**config.mk**
```make
export PLATFORM = sky130hd
export DESIGN_NAME = rr_stream_merge_2
export DESIGN_NICKNAME = d
export VERILOG_FILES = /design/src/rtl/rr_stream_merge_2.sv
export SDC_FILE = /design/constraint.sdc
export NUM_CORES = 1
export LEC_CHECK = 0
export CAP_MARGIN = 20
export CORE_ASPECT_RATIO = 1.4
export CORE_MARGIN = 1
export CORE_UTILIZATION = 23
export CTS_CLUSTER_SIZE = 10
export DETAILED_ROUTE_END_ITERATION = 8
export GPL_TIMING_DRIVEN = 0
export PLACE_DENSITY = 0.42
export SETUP_SLACK_MARGIN = 0.3
export SLEW_MARGIN = 40
export SYNTH_ARGS = -nofsm -noshare
export SYNTH_HDL_FRONTEND = slang
export SYNTH_SLANG_ARGS = --single-unit
```
**constraint.sdc**
```tcl
create_clock -name clk -period 6.1 [get_ports clk]
set_input_delay 0.61 -clock clk [delete_from_list [all_inputs] [get_ports clk]]
set_output_delay 0.61 -clock clk [all_outputs]
set_load 0.03 [all_outputs]
```
**src/rtl/rr_stream_merge_2.sv**
```systemverilog
// rr_stream_merge_2: two-input stream merger with round-robin arbitration.
//
// Each client writes into a private DEPTH-entry FIFO. A two-way round-robin
// arbiter picks a non-empty FIFO whenever the registered output stage can be
// loaded, and the chosen head is popped into the output register.
//
// Ports:
//   clk, rst             clock; synchronous active-high reset
//   in0_valid/ready/data client 0 input stream
//   in1_valid/ready/data client 1 input stream
//   out_valid/ready      registered output handshake
//   out_data, out_src    forwarded payload and its source index
//   level0, level1       FIFO occupancy per client (0..DEPTH)
module rr_stream_merge_2 #(
  parameter int unsigned WIDTH = 8,
  parameter int unsigned DEPTH = 4
) (
  input  logic                     clk,
  input  logic                     rst,
  input  logic                     in0_valid,
  output logic                     in0_ready,
  input  logic [WIDTH-1:0]         in0_data,
  input  logic                     in1_valid,
  output logic                     in1_ready,
  input  logic [WIDTH-1:0]         in1_data,
  output logic                     out_valid,
  input  logic                     out_ready,
  output logic [WIDTH-1:0]         out_data,
  output logic                     out_src,
  output logic [$clog2(DEPTH):0]   level0,
  output logic [$clog2(DEPTH):0]   level1
);

  localparam int unsigned PtrW = $clog2(DEPTH);
  localparam int unsigned LvlW = PtrW + 1;

  logic [WIDTH-1:0] mem_q [2][DEPTH];
  logic [PtrW-1:0]  wptr_q [2];
  logic [PtrW-1:0]  rptr_q [2];
  logic [LvlW-1:0]  lvl_q  [2];
  logic [LvlW-1:0]  lvl_d  [2];

  logic             in_valid [2];
  logic [WIDTH-1:0] in_data  [2];
  logic             in_ready [2];
  logic             push     [2];
  logic             pop      [2];
  logic             req      [2];

  logic             out_valid_q;
  logic [WIDTH-1:0] out_data_q;
  logic             out_src_q;
  logic             last_q;

  logic             load;
  logic             any_req;
  logic             grant;
  logic [WIDTH-1:0] head;

  assign in_valid[0] = in0_valid;
  assign in_valid[1] = in1_valid;
  assign in_data[0]  = in0_data;
  assign in_data[1]  = in1_data;

  // Ready depends only on registered occupancy and reset, so a full FIFO
  // refuses a push even in a cycle where it is being popped.
  always_comb begin
    for (int i = 0; i < 2; i++) begin
      in_ready[i] = (lvl_q[i] != LvlW'(DEPTH)) & ~rst;
      push[i]     = in_valid[i] & in_ready[i];
      req[i]      = (lvl_q[i] != '0);
    end
  end

  // Arbitration: a lone request wins; on contention the source not granted
  // last time wins.
  always_comb begin
    load    = ~out_valid_q | out_ready;
    any_req = req[0] | req[1];
    grant   = req[1] & (~req[0] | ~last_q);
    pop[0]  = load & req[0] & ~grant;
    pop[1]  = load & req[1] & grant;
    head    = grant ? mem_q[1][rptr_q[1]] : mem_q[0][rptr_q[0]];
    for (int i = 0; i < 2; i++) begin
      lvl_d[i] = lvl_q[i] + LvlW'(push[i]) - LvlW'(pop[i]);
    end
  end

  // Storage needs no reset: nothing is read from an empty FIFO.
  always_ff @(posedge clk) begin
    for (int i = 0; i < 2; i++) begin
      if (push[i]) begin
        mem_q[i][wptr_q[i]] <= in_data[i];
      end
    end
  end

  always_ff @(posedge clk) begin
    if (rst) begin
      for (int i = 0; i < 2; i++) begin
        wptr_q[i] <= '0;
        rptr_q[i] <= '0;
        lvl_q[i]  <= '0;
      end
    end else begin
      for (int i = 0; i < 2; i++) begin
        if (push[i]) wptr_q[i] <= wptr_q[i] + PtrW'(1);
        if (pop[i])  rptr_q[i] <= rptr_q[i] + PtrW'(1);
        lvl_q[i] <= lvl_d[i];
      end
    end
  end

  // last resets to 1 so the first contended grant goes to source 0.
  always_ff @(posedge clk) begin
    if (rst) begin
      out_valid_q <= 1'b0;
      out_data_q  <= '0;
      out_src_q   <= 1'b0;
      last_q      <= 1'b1;
    end else if (load) begin
      if (any_req) begin
        out_valid_q <= 1'b1;
        out_data_q  <= head;
        out_src_q   <= grant;
        last_q      <= grant;
      end else begin
        out_valid_q <= 1'b0;
      end
    end
  end

  assign in0_ready = in_ready[0];
  assign in1_ready = in_ready[1];
  assign out_valid = out_valid_q;
  assign out_data  = out_data_q;
  assign out_src   = out_src_q;
  assign level0    = lvl_q[0];
  assign level1    = lvl_q[1];

endmodule

```
==> impl_metrics.env, run 1 <==
export IMPL_crit_fanout=10
export IMPL_cts_sinks=89
export IMPL_yosys_top_cells_area="edfxtp_1, mux4_2, dfxtp_1"
export IMPL_hold_class="reg2reg"
export IMPL_gp_congestion=0.6907
export IMPL_rsz0062_at_grt="no"
export IMPL_track_usage_pct=9.666
export IMPL_wl_per_cell_um=15.47
export IMPL_cts_hold_fix_buffers=0
export IMPL_place_detailed_hpwl_um=5133
export IMPL_drt_iter0_drc=50
export IMPL_ys_types=31
export IMPL_synth_mux_area_share_pct=9.684
export IMPL_synth_flop_cell="edfxtp_1"
export IMPL_async_reset_ff_share_pct=0
export IMPL_synth_top_family_by_area="multiplexers"
export IMPL_die_area_um2=16700
export IMPL_post_synth_top_area_cell="edfxtp_1"
export IMPL_vias_per_cell=4.121
export IMPL_synthCells=231
export IMPL_cts_setup_buffers=0
export IMPL_numPortBuffers=38
export IMPL_ys_ff_latch=89
export IMPL_core_area_um2=15680
export IMPL_die_width_um=109.5
export IMPL_num_rows=54
export IMPL_fillers=1608
export IMPL_finalCriticalPeriod_ps=3264
export IMPL_synth_edf_count=72
export IMPL_yosys_area_share_simple_pct=8.473
export IMPL_insertion_delay_ps=330
export IMPL_yosysSeqAreaShare_pct=67.25
export IMPL_max_clock_path_buffers=2
export IMPL_multi_input_area_um2=1115
export IMPL_ir_drop_mv=0.2174
export IMPL_synth_compound_area_share_pct=5.145
export IMPL_path_clk_slew_ps=60
export IMPL_num_antenna_cells=0
export IMPL_avgSynthCellArea_um2=16.11
export IMPL_hold_depth=2
export IMPL_num_io_pins=39
export IMPL_worstMarginPinSlew_ps=731.5
export IMPL_end_kind="output pin"
export IMPL_route_detailed_drc=0
export IMPL_reg2regPathDepth=12
export IMPL_synth_top_area_share_pct=58.10
export IMPL_max_clock_freq_mhz=306.4
export IMPL_grt_pass1_vias=2131
export IMPL_cp_start_kind="input pin"
export IMPL_hold_ws_ps=537.1
export IMPL_yosys_area_share_adder_pct=5.111
export IMPL_fp_dieH_um=152.5
export IMPL_fin_setup_tns_ps=0
export IMPL_drive_above_1_share_pct=18.95
export IMPL_critPathArrivalTime_ps=2650
export IMPL_grt_max_degree=16
export IMPL_finalNetCount=315
export IMPL_fin_cells=481
export IMPL_firstDrtPassIters=4
export IMPL_seq_area_um2=2502
export IMPL_min_period_over_period_pct=53.51
export IMPL_grt_pass1_wl_um=11660
export IMPL_slew_headroom_pct=50.94
export IMPL_timing_final_hold_violations=0
export IMPL_cts_tree="yes"
export IMPL_cts_made_buffers=9
export IMPL_clock_root_buffer="clkbuf_16"
export IMPL_h_tree_depth=3
export IMPL_dp_cells=465
export IMPL_ctsResizeCount=0
export IMPL_syn_nets=266
export IMPL_postRouteAntennaNets=0
export IMPL_finalSetupViolCount=0
export IMPL_initial_core_util_pct=23.74
export IMPL_synth_xor_area_share_pct=1.412
export IMPL_netlist_area_um2=3721
export IMPL_skew_ps=6.541
export IMPL_cp_data_required_time_ps=5490
export IMPL_area_delta_synth_final_pct=25.59
export IMPL_yosys_warnings=0
export IMPL_cellPowerDensity_nw_per_um2=467.6
export IMPL_overflow=0
export IMPL_vias=1982
export IMPL_final_max_slew_viol_count=0
export IMPL_drv_cap=0
export IMPL_wirelength_um=7441
export IMPL_p_leak_uw=0.001588
export IMPL_path_class="in2out"
export IMPL_antenna_found_initial=0
export IMPL_status="finished clean"
==> layer usage <==
layer / up-vias / wire length, um / GRT usage (%)
li1: 954 / - / -
met1: 984 / 3257 / 11.43
met2: 37 / 3810 / 16.32
met3: 7 / 253 / 2.438
met4: 0 / 120 / 4.190
met5: - / 0 / 0
==> power by group <==
| part | total (uW) | internal, uW | switching, uW |
|---|---|---|---|
| clock | 585 | 360 | 225 |
| sequential | 804 | 753 | 51.7 |
| combinational | 796 | 358 | 438 |
==> worst max-delay path, stage by stage <==
cell and delay [ps]:
clkdlybuf4s50_1 490, clkbuf_1 390, clkbuf_1 460, a21oi_1 80, clkdlybuf4s50_1 620
==> cells in the mapped netlist (all sizes together) (6+ instances only) <==
cell type,number
a311oi,8
and2,9
dfxtp,17
edfxtp,72
ha,12
inv,13
mux4,16
nand2,18
nor2,21
nor2b,6
==> layout make-up <==
type / count / area share (%)
clock buffer: 10 / 4.900
clock inverter: 6 / 1.981
buffer: 10 / 1.285
tap: 196 / 5.248
sequential: 89 / 53.55
inverter: 13 / 1.044
multi-input combinational: 119 / 23.86
timing repair buffer: 38 / 8.139
==> flip-flops by register name, summed over array words and instances, names as in the netlist <==
name	cells
out_data	8
out_src	1
mem_q	64
rptr_q	4
last_q	1
out_valid	1
lvl_q	6
wptr_q	4
==> cells in the final DEF, fill, tap and decap left out, drive strengths merged, types with 2 or more instances in the layout <==
| cell | n |
|---|---|
| bufinv | 2 |
| nand2 | 18 |
| mux4 | 16 |
| nor3 | 5 |
| edfxtp | 72 |
| fa | 2 |
| ha | 12 |
| or3 | 2 |
| clkinv | 2 |
| nor2b | 6 |
| and2 | 9 |
| a21oi | 2 |
| xnor2 | 5 |
| a211oi | 2 |
| a311oi | 8 |
| or2 | 4 |
| buf | 5 |
| clkbuf | 15 |
| clkinvlp | 2 |
| inv | 13 |
| clkdlybuf4s50 | 38 |
| dfxtp | 17 |
| nor2 | 21 |
==> worst paths after layout <==
check                            startpoint     endpoint  slack (ps)
worst max-delay path                    rst    in0_ready        2840
worst min-delay path            out_data[0]  out_data[0]         540
worst max register to register  lvl_q[0][4]  lvl_q[0][2]        3430
worst min register to register  out_data[0]  out_data[0]         540
==> logic make-up after synthesis <==
logic type	count (synthesis)
XOR/XNOR	6
flip-flops	89
AND/OR/NAND/NOR	66
multiplexers	16
buffers and inverters	23
AO/OA/AOI/OAI	17
adder cells (fa/ha/maj)	14
==> metrics by stage <==
stage | total power, uW | setup WS [ps] | cell area [um^2] | util [%]
after floorplan | 1382 | 3507 | 3721 | -
after global placement | 1624 | 2835 | 4347 | 27.73
after detailed placement | 1632 | 2830 | 4347 | 27.73
after CTS | 2229 | 2818 | 4668 | 29.78
after global routing | 2322 | 2646 | 4673 | 29.81
final | 2185 | 2836 | 4673 | 29.81
Note: power is estimated with default switching activity, not from simulation.
==> inputs of run 2 (changes only) <==
clock period = 3.15 ns   (was 6.1 ns; I/O delays follow)
==> run 2 against run 1 <==
Effect of this change: register-to-register slack lost 2900 ps; sequential cell count stayed put; global-route usage is the same; sequential share of layout area decreased by 0.072 points; die area unchanged; cell count did not move; wire length about the same; clock skew barely moved.
==> impl_metrics.env, run 2 (synthesis results as in run 1) <==
export IMPL_status="finished clean"
export IMPL_crit_fanout=10
export IMPL_path_clk_slew_ps=60
export IMPL_fin_setup_tns_ps=0
export IMPL_slew_headroom_pct=51.39
export IMPL_die_area_um2=16700
export IMPL_route_detailed_drc=0
export IMPL_core_area_um2=15680
export IMPL_critPathLaunch="lvl_q[0][4]"
export IMPL_drv_cap=0
export IMPL_placed_area_um2=4347
export IMPL_max_clock_path_buffers=2
export IMPL_grt_pass1_wl_um=11660
export IMPL_worstReg2RegStart="lvl_q[0][4]"
export IMPL_area_delta_synth_final_pct=25.76
export IMPL_path_cells="or3_1 > buf_6 > and2_2 > buf_2 > nor2_4 > ha_1 > inv_1 > ha_1 > fa_1 > xnor2_1 > xnor2_1 > nor2_1"
export IMPL_reg2reg_slack_ps=510
export IMPL_min_from="out_data[0]"
export IMPL_skew_ps=6.542
export IMPL_fp_dieH_um=152.5
export IMPL_cts_made_buffers=9
export IMPL_clock_root_buffer="clkbuf_16"
export IMPL_die_width_um=109.5
export IMPL_cp_data_required_time_ps=3370
export IMPL_gp_congestion=0.6907
export IMPL_critPathArrivalTime_ps=2850
export IMPL_fin_area_um2=4679
export IMPL_cts_setup_buffers=0
export IMPL_drive_above_1_share_pct=19.30
export IMPL_vias=1990
export IMPL_cts_tree="yes"
export IMPL_cts_sinks=89
export IMPL_largest_register_ffs=64
export IMPL_track_usage_pct=9.666
export IMPL_finalNetCount=315
export IMPL_cellPowerDensity_nw_per_um2=905.9
export IMPL_wirelength_um=7442
export IMPL_timing_final_hold_violations=0
export IMPL_final_max_slew_viol_count=0
export IMPL_layout_commonest_cell="edfxtp_1"
export IMPL_wl_met2_um=3820
export IMPL_wl_met3_um=250
export IMPL_num_io_pins=39
export IMPL_firstDrtPassIters=3
export IMPL_min_period_over_period_pct=83.73
export IMPL_finalCriticalPeriod_ps=2638
export IMPL_reg2regPathDepth=12
export IMPL_cp_num_buf_inv=3
export IMPL_place_detailed_hpwl_um=5133
export IMPL_num_antenna_cells=0
export IMPL_r2r_end="lvl_q[0][2]"
export IMPL_worstMarginPinSlew_ps=724.8
export IMPL_num_rows=54
export IMPL_insertion_delay_ps=330
export IMPL_finalSetupViolCount=0
export IMPL_grt_pass1_vias=2131
export IMPL_path_class="reg2reg"
export IMPL_antenna_found_initial=0
export IMPL_vias_per_cell=4.137
export IMPL_wl_per_cell_um=15.47
export IMPL_end_kind="register"
export IMPL_path_delay_family="simple AND/OR/NAND/NOR gates"
export IMPL_rsz0062_at_grt="no"
export IMPL_max_clock_freq_mhz=379.1
export IMPL_initial_core_util_pct=23.74
export IMPL_drt_iter0_drc=51
export IMPL_ir_drop_mv=0.4220
export IMPL_wl_met1_um=3250
export IMPL_hold_class="reg2reg"
export IMPL_postRouteAntennaNets=0
export IMPL_critPathMaxStageDelay_ps=410
export IMPL_top_layer_used="met4"
export IMPL_endpoint="lvl_q[0][2]"
export IMPL_p_leak_uw=0.001592
export IMPL_h_tree_depth=3
export IMPL_layout_common_cells="edfxtp_1, clkdlybuf4s50_1, nor2_1"
export IMPL_grt_max_degree=16
export IMPL_overflow=0
export IMPL_crit_slowest_cell="or3_1"
export IMPL_cp_depth=12
export IMPL_numPortBuffers=38
export IMPL_cp_start_kind="register"
==> run 2: final cells by class <==
| type | count | area (um^2) |
|---|---|---|
| fill | 1611 | 11000 |
| sequential | 89 | 2502 |
| multi-input combinational | 119 | 1120 |
| timing repair buffer | 38 | 380.4 |
| tap | 196 | 245.2 |
| clock buffer | 10 | 229.0 |
| clock inverter | 6 | 92.59 |
| buffer | 10 | 61.31 |
| inverter | 13 | 48.80 |
==> run 2: how the worst min path moves through the flow <==
stage | to | slack (ps) | cells after the start
floorplan | mem_q[0][0] | 410 | 0
global placement | last_q | 510 | 1
detailed placement | out_src | 500 | 2
CTS | out_src | 530 | 2
global route | last_q | 560 | 1
finish | out_data[0] | 540 | 2
==> run 2: what timing repair did <==
action,in CTS,in global routing
hold buffers,0,0
endpoints found under the setup margin,0,2
hold endpoints to repair,0,0
resized for setup,0,3
==> run 2: metrics by stage <==
step	util [%]	worst slack, ps	hold WS [ps]	power [uW]	instances
final	29.85	512.5	537.1	4239	481
after global routing	29.85	309.8	561.5	4507	481
after CTS	29.78	437.6	534.5	4316	481
after detailed placement	27.73	280.4	502.9	3161	465
after global placement	27.73	329.9	512.6	3145	465
after floorplan	-	557.2	413.9	2677	231
==> run 2: power by group <==
part	leakage [uW]	switching, uW	internal [uW]
clock network	0.000149	434	697
logic	0.000637	853	697
registers	0.000806	100	1460
==> run 2: worst min-delay path, cell delays in order, from the launching register on <==
cell and delay (ps):
dfxtp_1 310, nor2_1 120, a311oi_2 50
==> run 2: per-layer routing <==
layer  vias up  track usage (%)
li1        956                -
met1       991            11.43
met2        36            16.32
met5         -                0
met3         7            2.438
met4         0            4.190
==> inputs of run 3 (changes only) <==
PLACE_DENSITY = 0.43   (was 0.42)
clock period = 2.1 ns   (was 3.15 ns; I/O delays follow)
==> run 3 against run 2 <==
Effect of this change: the run now ends with setup timing left; cell count rose by 1.5%; via count rose by 2.7%; die area did not move; wire length rose by 1.7%; first-iteration DRC count rose by 5.9%; worst hold slack got worse by 37 ps; setup slack got worse by 750 ps; sequential cell count did not move; critical path depth did not move; cell area rose by 3.6%; register-to-register slack got worse by 750 ps; total power rose by 57%; largest cell class unchanged.
==> impl_metrics.env, run 3 (synthesis results as in run 1) <==
export IMPL_fin_area_um2=4850
export IMPL_cp_num_buf_inv=3
export IMPL_timing_final_hold_violations=0
export IMPL_worstReg2RegStart="lvl_q[0][3]"
export IMPL_place_detailed_hpwl_um=5103
export IMPL_largest_register_ffs=64
export IMPL_drv_cap=0
export IMPL_cp_data_required_time_ps=2330
export IMPL_overflow=0
export IMPL_p_switching_uw=2237
export IMPL_crit_slowest_cell="or3_4"
export IMPL_status="finished with violations"
export IMPL_p_int_uw=4407
export IMPL_path_clk_slew_ps=70
export IMPL_rsz0062_at_grt="yes"
export IMPL_skew_ps=7.950
export IMPL_cts_sinks=89
export IMPL_numPortBuffers=38
export IMPL_route_detailed_drc=0
export IMPL_fp_dieH_um=152.5
export IMPL_h_tree_depth=3
export IMPL_ir_drop_mv=0.5201
export IMPL_die_area_um2=16700
export IMPL_max_clock_freq_mhz=427.9
export IMPL_finalSetupViolCount=4
export IMPL_hold_ws_ps=499.9
export IMPL_min_period_over_period_pct=111.3
export IMPL_cellPowerDensity_nw_per_um2=1370
export IMPL_vias_per_cell=4.186
export IMPL_seqPwrFrac_pct=35.5
export IMPL_area_delta_synth_final_pct=30.33
export IMPL_multi_input_area_um2=1246
export IMPL_cts_tree="yes"
export IMPL_finalNetCount=322
export IMPL_slew_headroom_pct=50.76
export IMPL_gp_congestion=0.6614
export IMPL_layout_common_cells="edfxtp_1, clkdlybuf4s50_1, nor2_1"
export IMPL_grt_max_degree=16
export IMPL_wl_per_cell_um=15.50
export IMPL_grt_pass1_wl_um=11950
export IMPL_fin_setup_tns_ps=-621.1
export IMPL_placed_area_um2=4403
export IMPL_insertion_delay_ps=340
export IMPL_drt_iter0_drc=54
export IMPL_fillers=1582
export IMPL_violations="setup timing"
export IMPL_p_leak_uw=0.001645
export IMPL_p_comb_share_pct=40.7
export IMPL_path_delay_family="simple AND/OR/NAND/NOR gates"
export IMPL_critPathMaxStageDelay_ps=380
export IMPL_min_from="in1_data[6]"
export IMPL_critPathArrivalTime_ps=2570
export IMPL_core_area_um2=15680
export IMPL_finalCriticalPeriod_ps=2337
export IMPL_vias=2043
export IMPL_cts_hold_fix_buffers=0
export IMPL_hold_class="in2reg"
export IMPL_num_io_pins=39
export IMPL_clock_root_buffer="clkbuf_16"
export IMPL_num_antenna_cells=0
export IMPL_seq_area_um2=2514
export IMPL_max_clock_path_buffers=2
export IMPL_grt_pass1_vias=2194
export IMPL_final_max_slew_viol_count=0
export IMPL_sw_frac_of_total_pct=33.67
export IMPL_critPathLaunch="lvl_q[0][3]"
export IMPL_antenna_found_initial=0
export IMPL_path_class="reg2reg"
export IMPL_track_usage_pct=10.05
export IMPL_crit_fanout=3
export IMPL_firstDrtPassIters=4
export IMPL_path_cells="or3_4 > buf_6 > and2_4 > buf_8 > nor2_4 > ha_4 > inv_2 > ha_4 > fa_2 > xnor2_2 > xnor2_1 > nor2_1"
export IMPL_worstMarginPinSlew_ps=738.6
export IMPL_power_frac_clock_pct=23.8
export IMPL_initial_core_util_pct=23.74
export IMPL_setup_ws_ps=-236.9
export IMPL_cts_made_buffers=9
export IMPL_reg2reg_slack_ps=-240
export IMPL_cp_start_kind="register"
export IMPL_postRouteAntennaNets=0
export IMPL_end_kind="register"
export IMPL_drive_above_1_share_pct=31.85
export IMPL_wirelength_um=7565
export IMPL_num_rows=54
export IMPL_layout_commonest_cell="edfxtp_1"
export IMPL_die_width_um=109.5
export IMPL_crit_top_cell="ha_4"
-- run 3: power groups by stage --
| stage | clock network, uW | logic [uW] | registers [uW] |
|---|---|---|---|
| final | 1580 | 2700 | 2360 |
| after global routing | 1700 | 2990 | 2390 |
| after CTS | 1630 | 2680 | 2360 |
| after detailed placement | 0 | 2480 | 2390 |
| after global placement | 0 | 2450 | 2390 |
| after floorplan | 0 | 1560 | 2570 |
-- run 3: what timing repair did --
item                                   in CTS  in global routing
buffers inserted                            6                  1
endpoints found under the hold margin       0                  0
gates resized for setup                    26                 11
pin swaps                                   8                  5
setup endpoints to repair                  74                 52
-- run 3: stage by stage --
| step | instances | setup slack [ps] | power [uW] | util (%) |
|---|---|---|---|---|
| after floorplan | 231 | -270.4 | 4135 | - |
| after CTS | 487 | -256.3 | 6666 | 30.72 |
| after detailed placement | 465 | -672.4 | 4867 | 28.09 |
| after global routing | 488 | -352.8 | 7076 | 30.94 |
| final | 488 | -236.9 | 6644 | 30.94 |
| after global placement | 465 | -622.3 | 4833 | 28.06 |
-- run 3: path summary, 6_finish.rpt --
kind,end,cells past startpoint
min reg2reg,out_data[0],2
max reg2reg,lvl_q[0][2],12
min,mem_q[0][46],1
max,lvl_q[0][2],12
-- run 3: final cells by class --
type / instances / share of cell area, %
inverter: 13 / 1.006
multi-input combinational: 119 / 25.70
buffer: 10 / 1.600
tap: 196 / 5.057
timing repair buffer: 45 / 8.695
clock buffer: 10 / 4.721
sequential: 89 / 51.83
clock inverter: 6 / 1.393
-- run 3: worst reg2reg max path, cell delays in order (launching register included) --
cell	delay [ps]
dfxtp_4	340
or3_4	380
buf_6	140
and2_4	130
buf_8	110
nor2_4	120
ha_4	140
inv_2	30
ha_4	140
fa_2	350
xnor2_2	140
xnor2_1	140
nor2_1	50
-- run 3: routing by layer --
layer	routed length, um	GRT usage (%)	part of all wire [%]	vias up
met5	0	0	0	-
met1	3251	11.76	43	1023
met4	148	4.762	2.0	0
met3	238	2.695	3.1	11
met2	3927	16.80	52	43
li1	-	-	-	966
